--- src/rtl/exec_complete_arbiter.sv ---
// Round-robin completion arbiter: picks one of three execution units per cycle
// and holds its result in a single-entry output slot that feeds the ROB/CDB.
module exec_complete_arbiter #(
  parameter int ROBsize    = 16,
  parameter int ROBsizeLog = $clog2(ROBsize + 1)
) (
  input  logic                  clk_i,
  input  logic                  reset_i,
  input  logic [2:0]            unitValid_i,
  input  logic [63:0]           unit0Val_i,
  input  logic [63:0]           unit1Val_i,
  input  logic [63:0]           unit2Val_i,
  input  logic [ROBsizeLog-1:0] unit0Tag_i,
  input  logic [ROBsizeLog-1:0] unit1Tag_i,
  input  logic [ROBsizeLog-1:0] unit2Tag_i,
  input  logic [9:0]            unit0Commands_i,
  input  logic [9:0]            unit1Commands_i,
  input  logic [9:0]            unit2Commands_i,
  input  logic [3:0]            unit0Flags_i,
  input  logic [3:0]            unit1Flags_i,
  input  logic [3:0]            unit2Flags_i,
  output logic [2:0]            canGo_o,
  input  logic                  robReady_i,
  input  logic                  flush_i,
  output logic                  cdbValid_o,
  output logic [63:0]           cdbVal_o,
  output logic [ROBsizeLog-1:0] cdbTag_o,
  output logic [9:0]            cdbCommands_o,
  output logic [3:0]            cdbFlags_o,
  output logic [1:0]            cdbUnit_o
);

  typedef enum logic {EMPTY, FULL} slot_e;

  slot_e                 state_q, state_d;
  logic [1:0]            last_q, last_d;
  logic [63:0]           val_q, val_d;
  logic [ROBsizeLog-1:0] tag_q, tag_d;
  logic [9:0]            cmd_q, cmd_d;
  logic [3:0]            flg_q, flg_d;
  logic [1:0]            unit_q, unit_d;

  logic       load_ok;
  logic       gnt_found;
  logic [1:0] gnt_idx;
  logic [1:0] start;
  logic [1:0] cand;

  // Search begins just after the last grant; an illegal last value of 3 acts as 2.
  always_comb begin
    start     = (last_q == 2'd0) ? 2'd1 : (last_q == 2'd1) ? 2'd2 : 2'd0;
    gnt_found = 1'b0;
    gnt_idx   = '0;
    cand      = '0;
    for (int unsigned k = 0; k < 3; k++) begin
      cand = 2'((32'(start) + k) % 3);
      if (!gnt_found && unitValid_i[cand]) begin
        gnt_found = 1'b1;
        gnt_idx   = cand;
      end
    end
  end

  always_comb begin
    state_d  = state_q;
    last_d   = last_q;
    val_d    = val_q;
    tag_d    = tag_q;
    cmd_d    = cmd_q;
    flg_d    = flg_q;
    unit_d   = unit_q;
    canGo_o  = '0;
    load_ok  = !reset_i && !flush_i && ((state_q == EMPTY) || robReady_i);

    if (flush_i) begin
      state_d = EMPTY;
    end else if (load_ok && gnt_found) begin
      canGo_o[gnt_idx] = 1'b1;
      state_d = FULL;
      last_d  = gnt_idx;
      unit_d  = gnt_idx;
      case (gnt_idx)
        2'd0: begin
          val_d = unit0Val_i; tag_d = unit0Tag_i; cmd_d = unit0Commands_i; flg_d = unit0Flags_i;
        end
        2'd1: begin
          val_d = unit1Val_i; tag_d = unit1Tag_i; cmd_d = unit1Commands_i; flg_d = unit1Flags_i;
        end
        default: begin
          val_d = unit2Val_i; tag_d = unit2Tag_i; cmd_d = unit2Commands_i; flg_d = unit2Flags_i;
        end
      endcase
    end else if ((state_q == FULL) && robReady_i) begin
      state_d = EMPTY;
    end
  end

  always_ff @(posedge clk_i) begin
    if (reset_i) begin
      state_q <= EMPTY;
      last_q  <= 2'd2;
      val_q   <= '0;
      tag_q   <= '0;
      cmd_q   <= '0;
      flg_q   <= '0;
      unit_q  <= '0;
    end else begin
      state_q <= state_d;
      last_q  <= last_d;
      val_q   <= val_d;
      tag_q   <= tag_d;
      cmd_q   <= cmd_d;
      flg_q   <= flg_d;
      unit_q  <= unit_d;
    end
  end

  assign cdbValid_o    = (state_q == FULL);
  assign cdbVal_o      = val_q;
  assign cdbTag_o      = tag_q;
  assign cdbCommands_o = cmd_q;
  assign cdbFlags_o    = flg_q;
  assign cdbUnit_o     = unit_q;

endmodule

--- config.mk ---
export PLATFORM = sky130hd
export DESIGN_NAME = exec_complete_arbiter
export DESIGN_NICKNAME = d
export VERILOG_FILES = /design/src/rtl/exec_complete_arbiter.sv
export SDC_FILE = /design/constraint.sdc
export NUM_CORES = 1
export LEC_CHECK = 0
export ABC_CLOCK_PERIOD_IN_PS = 3150
export BUFFER_PORTS_ARGS = -buffer_cell sky130_fd_sc_hd__buf_2
export CAP_MARGIN = 5
export CORE_AREA = 3 3 134 136
export DETAILED_ROUTE_END_ITERATION = 10
export DIE_AREA = 0 0 137 139
export PLACE_DENSITY = 0.64
export SLEW_MARGIN = 5
export SYNTH_ARGS = -nofsm -noshare
export SYNTH_HDL_FRONTEND = slang
export SYNTH_SLANG_ARGS = --single-unit
--- constraint.sdc ---
create_clock -name clk_i -period 3.15 [get_ports clk_i]
set_input_delay 0.63 -clock clk_i [delete_from_list [all_inputs] [get_ports clk_i]]
set_output_delay 0.63 -clock clk_i [all_outputs]
set_load 0.02 [all_outputs]
==> summary.md <==
| Metric | Value |
|---|---|
| Outcome | completed |
| Comb power frac | 0.248 |
| Commonest non-fill, non-tap cell in the layout | buf_2 |
| Final setup viols | 0 |
| Pins Over Slew Limit | 0 |
| Mapped Area | 4140 µm² |
| CP peak stage delay | 710 ps |
| Filler cells | 1845 |
| Max transition margin | 0.355 |
| Clock transition at path regs | 60 ps |
| Largest net degree at the start of global routing | 88 |
| Vias/cell | 4.87 |
| Crit path capture type | output port |
| CP startpoint kind | input port |
| Synthesis-to-layout area growth | 51.7% |
| Chip height | 139 µm |
| First-pass DRT Iterations | 5 |
| Fin. Hold Viols | 0 |
| Bufs and invs on worst path | 2 |
| Post-route ant nets | 0 |
| Starting Density | 0.243 |
| Sequential share of the synthesized area | 0.421 |
| MaxCap Viol Count | 0 |
| Slew @ Worst Pin | 967 ps |
| Port Buf Inserts | 344 |
| Fin cells | 1038 |
| Sequential Area | 1740 µm² |
| Worst hold slack | 465 ps |
| Reg power frac | 0.411 |
| Die X | 137 µm |
| CP Cell Sequence | buf_2 > nor3_1 > or4_2 > a21oi_1 > buf_2 |
| First-pass GRT wire length | 24.9 mm |
| Yosys warning count | 0 |
| Ant diodes | 0 |
| Clock Power Share | 0.341 |
| Core Area | 17100 µm² |
| Slowest library cell on the worst path | or4_2 |
| # nets final | 1064 |
| Sw Share | 0.310 |
| Placed Cells | 1022 |
| Worst EP required | 2520 ps |
| Die Area | 19000 µm² |
| Leakage Power | 2.94 nW |
| TritonCTS clock tree | built |
| Worst VDD drop | 0.296 mV |
| Mapped Cells | 503 |
| Root Buffer | clkbuf_16 |
| Vias in the first global route | 4901 |
| Share of cells above drive strength 1 | 0.455 |
| Power per cell area | 472 nW/µm² |
| Clock Sink Count | 87 |
| Syn_nets | 759 |
| Final Cycle Share | 0.856 |
| Worst Path Arrival | 2070 ps |
| Clock latency on the worst-skew pair | 340 ps |
| Yosys cell types | 21 |
| Fmax | 371 MHz |
| CP Class | in -> out |
| Post-CTS Setup Inserts | 0 |
| Placement row count | 48 |
| Most frequent CP cell | buf_2 |
| Synthesis-stage register bit count | 87 |
| Placer Congestion | 0.780 |
| Grt ovf | 0 |
| CP top delay family | simple AND/OR/NAND/NOR gates |
| Final WL | 16.4 mm |
| Via count | 5052 |
| Final Cell Area | 6280 µm² |
| TNS Setup | 0 ps |
| Max Buffers Root-to-Sink | 2 |
| Initial drt markers | 229 |
| Sw Pwr | 0.918 mW |
| Drt drc | 0 |
| RSZ-0062 raised after global routing | no |
| Post-CTS sizing | 0 |
| Post-DP Area | 6000 µm² |
| Detail Placement HPWL | 11.7 mm |
| Int Pwr | 2.05 mW |
| WL per Instance | 15.8 µm |
| Final min period | 2700 ps |
| Total Routing Usage GR | 0.163 |
| Initial antenna violation count | 0 |
| Cts bufs inserted | 9 |
| HP Class | reg -> reg |
| Cts hold-fix bufs | 0 |
| Most frequent cells in the layout | buf_2, a21oi_1, dfxtp_1 |
| Setup Skew | 9.43 ps |
| Crit path max fanout | 6 |
| Avg Inst Size Synth | 8.23 µm² |
| H-tree depth | 3 |
| IO Count | 345 |
| Multi-input gate area in the final layout | 2150 µm² |
flip-flops by register name, indices dropped and copies added (netlist names):
signal and cells:
cdbVal_o 64, cdbCommands_o 10, cdbTag_o 5, cdbFlags_o 4
last_q 2, cdbUnit_o 1, cdbValid_o 1
metal layers:
layer | up-vias | track usage | part of all wire
li1 | 2502 | - | -
met1 | 2325 | 0.190 | 0.40
met2 | 211 | 0.290 | 0.50
met3 | 14 | 0.0428 | 0.085
met4 | 0 | 0.0478 | 0.013
met5 | - | 0 | 0
worst reg2reg max path, cell delays in order, from the launching register on:
cell and delay (ps):
dfxtp_1 320, nor2b_1 160, or4_2 630, buf_12 260, a21oi_1 280, a211oi_1 90
cells by family after synthesis:
group	after synthesis	synth area share
AO/OA/AOI/OAI	257	0.415
AND/OR/NAND/NOR	100	0.0980
flip-flops	87	0.421
buffers and inverters	59	0.0665
power groups by stage:
stage               Combinational (mW)  Clock (mW)  Sequential, mW
finish                           0.735        1.01            1.22
global route                     0.814        1.09            1.23
CTS                              0.745        1.06            1.22
detailed placement               0.742           0            1.24
global placement                 0.737           0            1.24
floorplan                        0.322           0            1.34
metrics by stage:
stage               utilization  setup WS (ps)  power (mW)
floorplan                     -            492        1.66
global placement          0.352            431        1.98
detailed placement        0.352            451        1.98
CTS                       0.368            449        3.02
global route              0.368            419        3.14
finish                    0.368            454        2.96
area by class of cell:
class,instances,area share
multi-input cells,357,0.343
repair buffers,351,0.289
flip-flops and latches,87,0.278
well taps,225,0.0449
clock buffers,12,0.0393
clock inverters,4,0.00498
inverters,2,0.00120
cells in the mapped netlist:
cell       number  area, µm²
a22o_1          1       8.76
nor2_1         85        319
a2bb2oi_1       1       8.76
o2bb2ai_1       1       8.76
or4_1           1       7.51
a22oi_1        83        623
buf_1           1       3.75
a21oi_1        87        435
nor3_1          1       5.00
clkbuf_1       35        131
a211oi_1       84        631
nand3b_1        1       7.51
nor2b_1         2       12.5
buf_2          16       80.1
inv_1           2       7.51
nand2_1         6       22.5
nor4_2          1       12.5
buf_4           1       7.51
nand2b_1        3       18.8
buf_6           4       45.0
dfxtp_1        87       1740
worst paths after layout:
path                  end           start  slack [ps]  depth (start not counted)
max reg2reg  cdbVal_o[34]      cdbValid_o        1260                          5
min reg2reg  cdbUnit_o[1]    cdbUnit_o[1]         470                          2
min          cdbUnit_o[1]    cdbUnit_o[1]         470                          2
max            canGo_o[0]  unitValid_i[1]         450                          5
Note: power is estimated with default switching activity, not from simulation.
